[src/rtl/prefetch_scheduler_pkg.sv]
// prefetch_scheduler_pkg
// Shared types for the prefetch scheduler: the request/ack structs exchanged
// with issuers and the cache, and the line-address type held by the filter.
package prefetch_scheduler_pkg;

    localparam int ADDR_W   = 32;
    localparam int LINE_OFF = 6;   // 64-byte cache lines

    typedef struct packed {
        logic [ADDR_W-1:0] addr;   // line-aligned byte address
        logic              valid;
    } Prefetch;

    typedef struct packed {
        logic valid;
    } Prefetch_ACK;

    typedef logic [ADDR_W-LINE_OFF-1:0] PFLine_t;

endpackage

[src/rtl/prefetch_scheduler_if.sv]
// prefetch_scheduler_if
// Bundles the issuer-side request bus and the cache-side prefetch port.
//   master : issuers + cache (drive IN_*, observe OUT_*)
//   slave  : the scheduler
interface prefetch_scheduler_if
    import prefetch_scheduler_pkg::*;
#(
    parameter int NUM_SRC      = 2,
    parameter int MAX_INFLIGHT = 4
);
    Prefetch     [NUM_SRC-1:0]              IN_req;
    logic        [NUM_SRC-1:0]              OUT_reqReady;
    Prefetch                                OUT_prefetch;
    logic                                   IN_prefetchReady;
    Prefetch_ACK                            IN_prefetchAck;
    logic                                   IN_flush;
    logic        [$clog2(MAX_INFLIGHT+1)-1:0] OUT_inflight;

    modport master (
        output IN_req, IN_prefetchReady, IN_prefetchAck, IN_flush,
        input  OUT_reqReady, OUT_prefetch, OUT_inflight
    );

    modport slave (
        input  IN_req, IN_prefetchReady, IN_prefetchAck, IN_flush,
        output OUT_reqReady, OUT_prefetch, OUT_inflight
    );
endinterface

[src/rtl/prefetch_line_filter.sv]
// prefetch_line_filter
// Small CAM of recently issued cache lines with FIFO replacement.
// Ports: clk, rst (sync, active-high), clear_i (invalidate all),
//        lookup_line_i -> hit_o (combinational), insert_i/insert_line_i
//        (write at wrPtr, wrPtr advances and wraps at FILTER_SIZE).
module prefetch_line_filter
    import prefetch_scheduler_pkg::*;
#(
    parameter int FILTER_SIZE = 8
) (
    input  logic    clk,
    input  logic    rst,
    input  logic    clear_i,
    input  PFLine_t lookup_line_i,
    output logic    hit_o,
    input  logic    insert_i,
    input  PFLine_t insert_line_i
);
    localparam int IDX_W = (FILTER_SIZE > 1) ? $clog2(FILTER_SIZE) : 1;

    PFLine_t [FILTER_SIZE-1:0] line_q;
    logic    [FILTER_SIZE-1:0] vld_q;
    logic    [IDX_W-1:0]       wr_q;

    always_comb begin
        hit_o = 1'b0;
        for (int i = 0; i < FILTER_SIZE; i++)
            if (vld_q[i] && line_q[i] == lookup_line_i) hit_o = 1'b1;
    end

    always_ff @(posedge clk) begin
        if (rst) begin
            vld_q <= '0;
            wr_q  <= '0;
        end else if (clear_i) begin
            vld_q <= '0;
            wr_q  <= '0;
        end else if (insert_i) begin
            line_q[wr_q] <= insert_line_i;
            vld_q[wr_q]  <= 1'b1;
            wr_q         <= wr_q + IDX_W'(1);
        end
    end
endmodule

[src/rtl/prefetch_scheduler.sv]
// prefetch_scheduler
// Round-robin arbiter of prefetch issuers onto the single cache prefetch
// port, with a credit cap on outstanding prefetches. Optional recent-line
// dedup filter enabled by defining PF_DEDUP_FILTER_EN.
// Ports: clk, rst (sync, active-high), bus (prefetch_scheduler_if.slave):
//   IN_req/OUT_reqReady (issuers), OUT_prefetch/IN_prefetchReady (cache),
//   IN_prefetchAck (credit return), IN_flush, OUT_inflight.
module prefetch_scheduler
    import prefetch_scheduler_pkg::*;
#(
    parameter int NUM_SRC      = 2,
    parameter int MAX_INFLIGHT = 4,
    parameter int FILTER_SIZE  = 8
) (
    input logic                 clk,
    input logic                 rst,
    prefetch_scheduler_if.slave bus
);
    localparam int SRC_W = (NUM_SRC > 1) ? $clog2(NUM_SRC) : 1;
    localparam int CNT_W = $clog2(MAX_INFLIGHT + 1);

    logic [SRC_W-1:0] rr_q, rr_d;
    Prefetch          pf_q, pf_d;
    logic [CNT_W-1:0] inflight_q, inflight_d;

    logic [NUM_SRC-1:0] req_vld;
    logic [SRC_W-1:0]   win;
    logic found, slot_free, ack_eff, hs, inc, credit_ok, grant, hit;

    // Lowest set bit of the request vector rotated to start at rr_q.
    always_comb begin
        found = 1'b0;
        win   = '0;
        for (int i = 0; i < NUM_SRC; i++) req_vld[i] = bus.IN_req[i].valid;
        for (int i = 0; i < NUM_SRC; i++) begin
            if (!found && req_vld[(int'(rr_q) + i) % NUM_SRC]) begin
                found = 1'b1;
                win   = SRC_W'((int'(rr_q) + i) % NUM_SRC);
            end
        end
    end

    // An ack at zero inflight is stale (e.g. after reset) and frees nothing.
    assign ack_eff   = bus.IN_prefetchAck.valid && (inflight_q != '0);
    assign slot_free = !pf_q.valid || bus.IN_prefetchReady;
    assign hs        = pf_q.valid && bus.IN_prefetchReady;
    assign inc       = hs && (inflight_q < CNT_W'(MAX_INFLIGHT));
    // The pending output already holds a credit, so count it as outstanding.
    assign credit_ok = ((int'(inflight_q) + int'(pf_q.valid)) < MAX_INFLIGHT) || ack_eff;
    assign grant     = found && slot_free && credit_ok && !bus.IN_flush && !rst;

`ifdef PF_DEDUP_FILTER_EN
    PFLine_t win_line;
    assign win_line = bus.IN_req[win].addr[ADDR_W-1:LINE_OFF];

    prefetch_line_filter #(.FILTER_SIZE(FILTER_SIZE)) u_filter (
        .clk          (clk),
        .rst          (rst),
        .clear_i      (bus.IN_flush),
        .lookup_line_i(win_line),
        .hit_o        (hit),
        .insert_i     (grant && !hit),
        .insert_line_i(win_line)
    );
`else
    assign hit = 1'b0;
`endif

    always_comb begin
        bus.OUT_reqReady = '0;
        if (grant) bus.OUT_reqReady[win] = 1'b1;
    end

    assign bus.OUT_prefetch = pf_q;
    assign bus.OUT_inflight = inflight_q;

    always_comb begin
        rr_d = rr_q;
        if (grant) rr_d = (int'(win) == NUM_SRC - 1) ? '0 : win + SRC_W'(1);

        pf_d = pf_q;
        if (bus.IN_flush)      pf_d.valid = 1'b0;
        else if (grant && !hit) begin
            pf_d.addr  = bus.IN_req[win].addr;
            pf_d.valid = 1'b1;
        end else if (hs)       pf_d.valid = 1'b0;

        inflight_d = inflight_q;
        if (inc && !ack_eff)      inflight_d = inflight_q + CNT_W'(1);
        else if (!inc && ack_eff) inflight_d = inflight_q - CNT_W'(1);
    end

    always_ff @(posedge clk) begin
        if (rst) begin
            rr_q       <= '0;
            pf_q       <= '0;
            inflight_q <= '0;
        end else begin
            rr_q       <= rr_d;
            pf_q       <= pf_d;
            inflight_q <= inflight_d;
        end
    end
endmodule

[src/flat_wrapper.sv]
// flat-port wrapper written by rule: the top's interface ports become plain ports
module prefetch_scheduler_flat import prefetch_scheduler_pkg::*;
#(
    parameter int NUM_SRC      = 2,
    parameter int MAX_INFLIGHT = 4,
    parameter int FILTER_SIZE  = 8
)
  (clk, rst, bus_IN_req, bus_IN_prefetchReady, bus_IN_prefetchAck, bus_IN_flush, bus_OUT_reqReady, bus_OUT_prefetch, bus_OUT_inflight);
  prefetch_scheduler_if #(.NUM_SRC(NUM_SRC), .MAX_INFLIGHT(MAX_INFLIGHT)) bus_i ();
  input logic clk;
  input logic rst;
  input wire logic [$bits(bus_i.IN_req)-1:0] bus_IN_req;
  input wire logic [$bits(bus_i.IN_prefetchReady)-1:0] bus_IN_prefetchReady;
  input wire logic [$bits(bus_i.IN_prefetchAck)-1:0] bus_IN_prefetchAck;
  input wire logic [$bits(bus_i.IN_flush)-1:0] bus_IN_flush;
  output wire logic [$bits(bus_i.OUT_reqReady)-1:0] bus_OUT_reqReady;
  output wire logic [$bits(bus_i.OUT_prefetch)-1:0] bus_OUT_prefetch;
  output wire logic [$bits(bus_i.OUT_inflight)-1:0] bus_OUT_inflight;
  assign bus_i.IN_req = bus_IN_req;
  assign bus_i.IN_prefetchReady = bus_IN_prefetchReady;
  assign bus_i.IN_prefetchAck = bus_IN_prefetchAck;
  assign bus_i.IN_flush = bus_IN_flush;
  assign bus_OUT_reqReady = bus_i.OUT_reqReady;
  assign bus_OUT_prefetch = bus_i.OUT_prefetch;
  assign bus_OUT_inflight = bus_i.OUT_inflight;
  prefetch_scheduler #(.NUM_SRC(NUM_SRC), .MAX_INFLIGHT(MAX_INFLIGHT), .FILTER_SIZE(FILTER_SIZE)) u_core (.clk(clk), .rst(rst), .bus(bus_i));
endmodule
[config.mk]
export PLATFORM = sky130hd
export DESIGN_NAME = prefetch_scheduler_flat
export DESIGN_NICKNAME = d
export VERILOG_FILES = /design/src/rtl/prefetch_scheduler_pkg.sv /design/src/rtl/prefetch_scheduler_if.sv /design/src/rtl/prefetch_line_filter.sv /design/src/rtl/prefetch_scheduler.sv /design/src/flat_wrapper.sv
export SDC_FILE = /design/constraint.sdc
export NUM_CORES = 1
export LEC_CHECK = 0
export CORE_ASPECT_RATIO = 1.5
export CORE_UTILIZATION = 40
export CTS_BUF_LIST = sky130_fd_sc_hd__clkbuf_4 sky130_fd_sc_hd__clkbuf_8
export CTS_CLUSTER_DIAMETER = 200
export DETAILED_ROUTE_END_ITERATION = 8
export GPL_ROUTABILITY_DRIVEN = 1
export GPL_TIMING_DRIVEN = 0
export PLACE_DENSITY = 0.94
export SYNTH_ARGS = -nofsm -noshare
export SYNTH_HDL_FRONTEND = slang
export SYNTH_SLANG_ARGS = --single-unit
[constraint.sdc]
create_clock -name clk -period 5.35 [get_ports clk]
set_input_delay 1.07 -clock clk [delete_from_list [all_inputs] [get_ports clk]]
set_output_delay 1.07 -clock clk [all_outputs]
set_load 0.02 [all_outputs]
---- After elaboration in Yosys (flattened, before gate mapping) ----
Index checks and enable logic that the tools add are counted.
storage, ports and cells
  bits in registers ....................... 37
  input port bits ......................... 71
  logic and storage cells ................. 60
  output and inout port bits .............. 38
operators by class
  bitwise logic cells ..................... 2
  mux-type cells .......................... 19
  $lt $le $gt $ge ......................... 6
  reductions and logical operators ........ 24
  add/subtract/negate cells ............... 5
operators by type and width
  cell                                                          count
  2-to-1 mux 33 bit                                             2
  less-than comparator 32 x 4 -> 1 bit (second input constant)  1
  2-to-1 mux 1 bit                                              13
  logical AND 1 bit                                             11
  zero test 1 bit                                               6
  2-to-1 mux 3 bit                                              2
  adder 3 x 1 -> 4 bit                                          1
  less-than comparator 1 x 2 -> 1 bit (second input constant)   2
  nonzero test 2 bit                                            2
  adder 3 x 1 -> 3 bit (second input constant)                  1
  less-than comparator 2 x 3 -> 1 bit (second input constant)   1
  less-than comparator 3 bit (second input constant)            1
  nonzero test 3 bit                                            1
  subtractor 3 x 1 -> 3 bit (second input constant)             1
  adder 1 bit (second input constant)                           2
  logical OR 1 bit                                              2
  2-to-1 mux 2 bit                                              1
  AND reduction 2 bit                                           1
  OR reduction 2 bit                                            1
  bitwise AND 1 bit (first input constant)                      1
  demux 1 bit (select 1 bit)                                    1
  >= comparator 1 bit (second input constant)                   1
  inverter 1 bit                                                1

---- Longest topological paths before layout ----
Gate-level depths: netlist of the first run.
  depth after elaboration ................. 12
  mapped depth ............................ 8
  mapped depth without buffers ............ 8

---- Least setup slack after synthesis of the first run ----
OpenSTA, ideal clock, no wires.
  path kind ............................... input to output
  start point ............................. input port bus_IN_prefetchReady
  end point ............................... output port bus_OUT_reqReady[1]
  arrival ................................. 2.122 ns
  slack ................................... 2.158 ns
  path buffers ............................ 1
  stages on the path ...................... 5
  cells stage by stage .................... nand2b_1 > nor3b_2 > and2_4 > buf_6 > nor2b_1
on the way
  longest elaborated chain between the ends .. 6
RTL lines
  what                            RTL line                  text
  from (decl)                     flat_wrapper.sv:13        input wire logic [$bits(bus_i.IN_prefetchReady)-1:0] bus_IN_prefetchReady;
  logical OR 1 bit                prefetch_scheduler.sv:45  assign slot_free = !pf_q.valid || bus.IN_prefetchReady;
  logical AND 1 bit (4 in a row)  prefetch_scheduler.sv:50  assign grant = found && slot_free && credit_ok && !bus.IN_flush && !rst;
  2-to-1 mux 2 bit                prefetch_scheduler.sv:71  if (grant) bus.OUT_reqReady[win] = 1'b1;
  to (decl)                       flat_wrapper.sv:16        output wire logic [$bits(bus_i.OUT_reqReady)-1:0] bus_OUT_reqReady;
Every way passes these cells.

---- Worst setup path in the final report of the first run ----
  start point ............................. input port bus_IN_prefetchReady
  end point ............................... output port bus_OUT_reqReady[0]
The elaborated chain is that of the path after synthesis.

==> metrics.cfg, run 1 <==
[global_routing]
antenna_found_initial = 0
grt_max_degree = 11
grt_pass1_wl_um = 8680
grt_use_total_pct = 22.7
overflow = 0
grt_pass1_vias = 1883

[power]
finalPower_uw = 883
power.density_nw_per_um2 = 278
p_leak_uw = 0.00123
worst_ir_drop_vdd_mv = 0.250

[layout]
diodes = 0
fillers = 386
final_cell_mix = clkdlybuf4s50_1, dfxtp_1, a21oi_1
layout_commonest_cell = clkdlybuf4s50_1
area_delta_synth_final_pct = 65.0
fin_cells = 357
nNetsFinal = 366
drive_gt1_share_pct = 17.1

[timing]
hold_viol_final = 0
setup_viol = 0
rsz0062_at_grt = false
slew_headroom_pct = 53.1
fin_crit_sh_pct = 81.6
setup_tns_ps = 0
slew_violations = 0
fin_skew_ps = 1.87
fin_ws_ps = 985
fmax_ghz = 0.229
worst_pin_slew_ps = 704
fin_crit_ps = 4360

[routing]
ant_nets = 0
via_per_inst = 5.15
wl_um = 5520
drc = 0
num_vias = 1840
first_iter_violations = 56
dr.pass1.iters = 7
post_drt_wl_per_cell_um = 15.5

[floorplanning]
die_w_um = 58.7
die_area_um2 = 5100
die_h_um = 87.0
num_rows = 30
start_util_pct = 42.0
ios = 109
core_um2 = 4580

[placed_design]
dp_cells = 350
place.gp.congestion = 0.691
hpwl_um = 4240
port_buffers = 108
dp_slack_ps = 935

[clock_network]
clk_path_buf_depth = 2
cts_made_buffers = 5
clkSinkCount = 37
clk-insertion-delay-late_ps = 280
cts-resized-gates = 0
hold_buffers = 0
post_cts_buffers = 0
htree_levels = 2
cts_tree = done
cts_root_buf = clkbuf_8
clkTransAtPathRegs_ps = 70

[critical_path]
cp_max_fo = 10
worstSetupPathType = in -> out
worstSetupStartpointType = primary input
cp_cell_sequence = clkdlybuf4s50_1 -> nand2b_1 -> nor3b_2 -> clkbuf_1 -> and3_1 -> clkdlybuf4s50_1
crit_top_cell = clkdlybuf4s50_1
worstPathArrival_ps = 3290
crit_buf_inv = 3
reg2reg_depth = 7
reg2reg_slack_ps = 3400
worstPathRequired_ps = 4280
critical_path_depth = 6
cp_top_family = buffers and inverters
cp_slowest_cell = clkdlybuf4s50_1
slowest_delay_ps = 600
end_kind = primary output

[yosys]
synth_nets = 251
synth.area.top_cells = dfxtp_1, a211oi_2, mux2i_1
syn-cell-area_um2 = 1930
yosysWarnings = 0
netlist_instances = 178
synth_cell_types = 27
ys_seq_area_share_pct = 38.5
synth_seq_cells = 37
synth_top_cell_by_area = dfxtp_1
postSynthAreaPerCell_um2 = 10.8
yosysTopAreaCellShare_pct = 38.5

[min_path]
hp-class = reg -> reg
min_path_cells = 2

[outcome]
status = finished, final reports clean

[job]
drv_cap = 0

==> Yosys cell counts (all sizes together) <==
cell and count:
clkbuf 7, a311oi 1, nor3b 1, inv 2, fa 1, o221a 1
a21oi 34, o31ai 1, o21ai 1, nand2 1, a211oi 32, buf 11
nor3 1, nand4b 1, or3 1, and3 2, nand2b 2, nor2b 2
and2 1, mux2i 33, ha 1, nor2 2, dfxtp 37, xor2 2
==> path summary, 6_finish.rpt <==
check,startpoint,end
worst max-delay path,bus_IN_prefetchReady,bus_OUT_reqReady[0]
worst min-delay path,u_core.rr_q$_SDFFE_PP0P_,u_core.rr_q$_SDFFE_PP0P_
worst max register to register,u_core.bus.OUT_inflight[0]$_SDFFE_PP0P_,u_core.bus.OUT_inflight[2]$_SDFFE_PP0P_
worst min register to register,u_core.rr_q$_SDFFE_PP0P_,u_core.rr_q$_SDFFE_PP0P_
==> kinds of logic (layout without fill, tap and decap cells) <==
logic type / count (synthesis) / count (layout) / synth area share [%]
multiplexers: 33 / 33 / 17.2
adder cells (fa/ha/maj): 2 / 2 / 1.69
AO/OA/AOI/OAI: 70 / 70 / 30.8
flip-flops: 37 / 37 / 38.5
buffers and inverters: 20 / 135 / 6.17
AND/OR/NAND/NOR: 14 / 14 / 4.81
XOR/XNOR: 2 / 2 / 0.910
==> sequential cells by signal, indices dropped and copies added, names as in the netlist <==
register and cells:
u_core.bus.OUT_prefetch 33, u_core.bus.OUT_inflight 3, u_core.rr_q 1
==> tightest hold or removal path, stage by stage, from the launching register on <==
cell and delay [ps]:
dfxtp_1 310, a21oi_1 120, a311oi_1 60
==> metal layers <==
layer	vias up	share of wire, %	routed length (µm)	track usage [%]
li1	899	-	-	-
met2	71	56	3100	43.9
met4	0	1.2	68	8.44
met3	4	5.3	295	4.61
met5	-	0	0	0
met1	866	37	2050	23.2
==> area by class of cell <==
type / instances / area (µm²) / area share (%)
Multi-Input combinational cell: 121 / 1070 / 33.6
Buffer: 18 / 111 / 3.51
Sequential cell: 37 / 741 / 23.3
Clock buffer: 7 / 90.1 / 2.84
Inverter: 2 / 7.51 / 0.236
Timing Repair Buffer: 108 / 1080 / 34.0
Tap cell: 64 / 80.1 / 2.52
==> where the power goes <==
group          switching, µW  internal [µW]  leakage (µW)
clock network           88.9            107     0.0000477
logic                    171            181      0.000882
registers               25.9            309      0.000304
total                    286            597       0.00123
==> stage by stage <==
| stage | instance area [µm²] | utilization, % | hold slack [ps] |
|---|---|---|---|
| global placement | 3090 | 67.4 | 504 |
| floorplan | 1930 | - | 488 |
| CTS | 3180 | 69.4 | 538 |
| global route | 3180 | 69.4 | 557 |
| detailed placement | 3090 | 67.4 | 526 |
| finish | 3180 | 69.4 | 536 |
Power figures use the tool's default switching activity.
==> inputs of run 2 (changes only) <==
CORE_UTILIZATION = 36   (was 40)
PLACE_DENSITY = 0.9   (was 0.94)
clock period = 3.9 ns   (was 5.35 ns; I/O delays follow)
==> run 2 against run 1 <==
Effect of this change:
- core utilization down 7.2 points
- critical path depth unchanged
- count of clock-buffer cells in the layout unchanged
- global-route usage down 3.1 points
- design area up 0.35%
- first-iteration DRC count down 3.6%
- combinational power up 38%
- non-clock buffer count unchanged
- sequential power up 37%
- routed wire length down 3.1%
- die area up 11%
- hold slack worse by 15 ps
- critical endpoint unchanged
==> metrics.cfg, run 2 (synthesis gave the netlist of run 1 again) <==
[routing]
drc = 0
via_per_inst = 5.02
post_drt_wl_per_cell_um = 14.8
wl_um = 5340
dr.pass1.iters = 4
first_iter_violations = 54
ant_nets = 0
num_vias = 1814

[global_routing]
overflow = 0
grt_max_degree = 11
grt_pass1_vias = 1840
grt_use_total_pct = 19.6
antenna_found_initial = 0
grt_pass1_wl_um = 8250

[clock_network]
clkSinkCount = 37
htree_levels = 2
clk_path_buf_depth = 2
cts_root_buf = clkbuf_8
clkTransAtPathRegs_ps = 60
cts_made_buffers = 5
cts_tree = done
clk-insertion-delay-late_ps = 290

[power]
worst_ir_drop_vdd_mv = 0.306
p_leak_uw = 0.00123
power.density_nw_per_um2 = 381

[layout]
largest_reg_flops = 33
drive_gt1_share_pct = 17.1
nNetsFinal = 366
area_delta_synth_final_pct = 65.6
final_util_pct = 62.2
final_cell_mix = clkdlybuf4s50_1, dfxtp_1, a21oi_1
fin_cells = 361
diodes = 0
layout_commonest_cell = clkdlybuf4s50_1

[timing]
fmax_ghz = 0.270
whs_ps = 521
setup_viol = 0
fin_ws_ps = 202
rsz0062_at_grt = false
worst_pin_slew_ps = 689
slew_violations = 0
fin_skew_ps = 4.41
slew_headroom_pct = 54.1
fin_crit_ps = 3700
setup_tns_ps = 0
fin_crit_sh_pct = 94.8
hold_viol_final = 0

[placed_design]
dp_slack_ps = 64.7
port_buffers = 108
hpwl_um = 4160
place.gp.congestion = 0.644
dp_cells = 354

[critical_path]
cp_max_fo = 10
end_kind = primary output
slowest_delay_ps = 600
worstSetupPathType = in -> out
cp_top_family = buffers and inverters
crit_buf_inv = 3
cp_cell_sequence = clkdlybuf4s50_1 -> nand2b_1 -> nor3b_4 -> clkbuf_1 -> and3_1 -> clkdlybuf4s50_1
cp_slowest_cell = clkdlybuf4s50_1
worstPathArrival_ps = 2920
worstPathRequired_ps = 3120
worstSetupStartpointType = primary input
crit_top_cell = clkdlybuf4s50_1

[floorplanning]
start_util_pct = 37.6
die_h_um = 91.6
ios = 109
num_rows = 32
die_area_um2 = 5650
core_um2 = 5120
die_w_um = 61.7

[min_path]
hp-class = reg -> reg

[job]
drv_cap = 0

[outcome]
status = finished, final reports clean

==> run 2: cell counts in the layout (fill, tap and decap cells not counted) <==
No cell type changed its count.
==> run 2: cell type report <==
class                   count  area, µm²
fillers                   464       1940
well taps                  68       85.1
flip-flops and latches     37        741
repair buffers            108       1080
inverters                   2       7.51
multi-input cells         121       1070
clock buffers               7       90.1
plain buffers              18        111
==> run 2: worst paths after layout <==
check	start	to	slack, ps	cells past startpoint
setup / recovery	bus_IN_prefetchReady	bus_OUT_reqReady[0]	200	6
hold / removal	u_core.rr_q$_SDFFE_PP0P_	u_core.rr_q$_SDFFE_PP0P_	520	2
setup reg to reg	u_core.bus.OUT_inflight[0]$_SDFFE_PP0P_	u_core.bus.OUT_inflight[2]$_SDFFE_PP0P_	1930	7
hold reg to reg	u_core.rr_q$_SDFFE_PP0P_	u_core.rr_q$_SDFFE_PP0P_	520	2
==> run 2: worst register-to-register path, delay by kind of cell, from the launching register on <==
family,cells,cell delay (ps)
adders and majority gates,2,610
DFF,1,370
xor gates and xnor gates,1,160
and+or+nand+nor,1,310
AOI/OAI and AO/OA,2,400
buffers and inverters,1,60
==> run 2: where the power goes <==
| group | leakage [µW] | internal, µW | total, µW | switching, µW |
|---|---|---|---|---|
| sequential | 0.000304 | 424 | 460 | 35.8 |
| combinational | 0.000883 | 249 | 483 | 234 |
| clock | 0.0000477 | 147 | 272 | 125 |
| total | 0.00123 | 820 | 1220 | 395 |
==> run 2: stage by stage <==
step,total power (µW),area [µm²]
2_1_floorplan,740,1930
3_3_place_gp,939,3090
3_5_place_dp,955,3090
4_1_cts,1230,3180
5_1_grt,1280,3190
6_report,1220,3190
==> run 2: routing by layer <==
layer  share of wire [%]  track usage [%]  vias up
li1                    -                -      895
met1                  37             19.9      852
met2                  56             36.6       60
met3                 5.7             5.41        7
met4                 1.3             5.56        0
met5                   0                0        -
==> run 2: repair_timing <==
| item | in CTS | in global routing |
|---|---|---|
| hold buffers | 0 | 0 |
| endpoints found under the hold margin | 0 | 0 |
| resized for setup | 0 | 1 |
| endpoints found under the setup margin | 0 | 1 |
| buffers inserted | 0 | 0 |
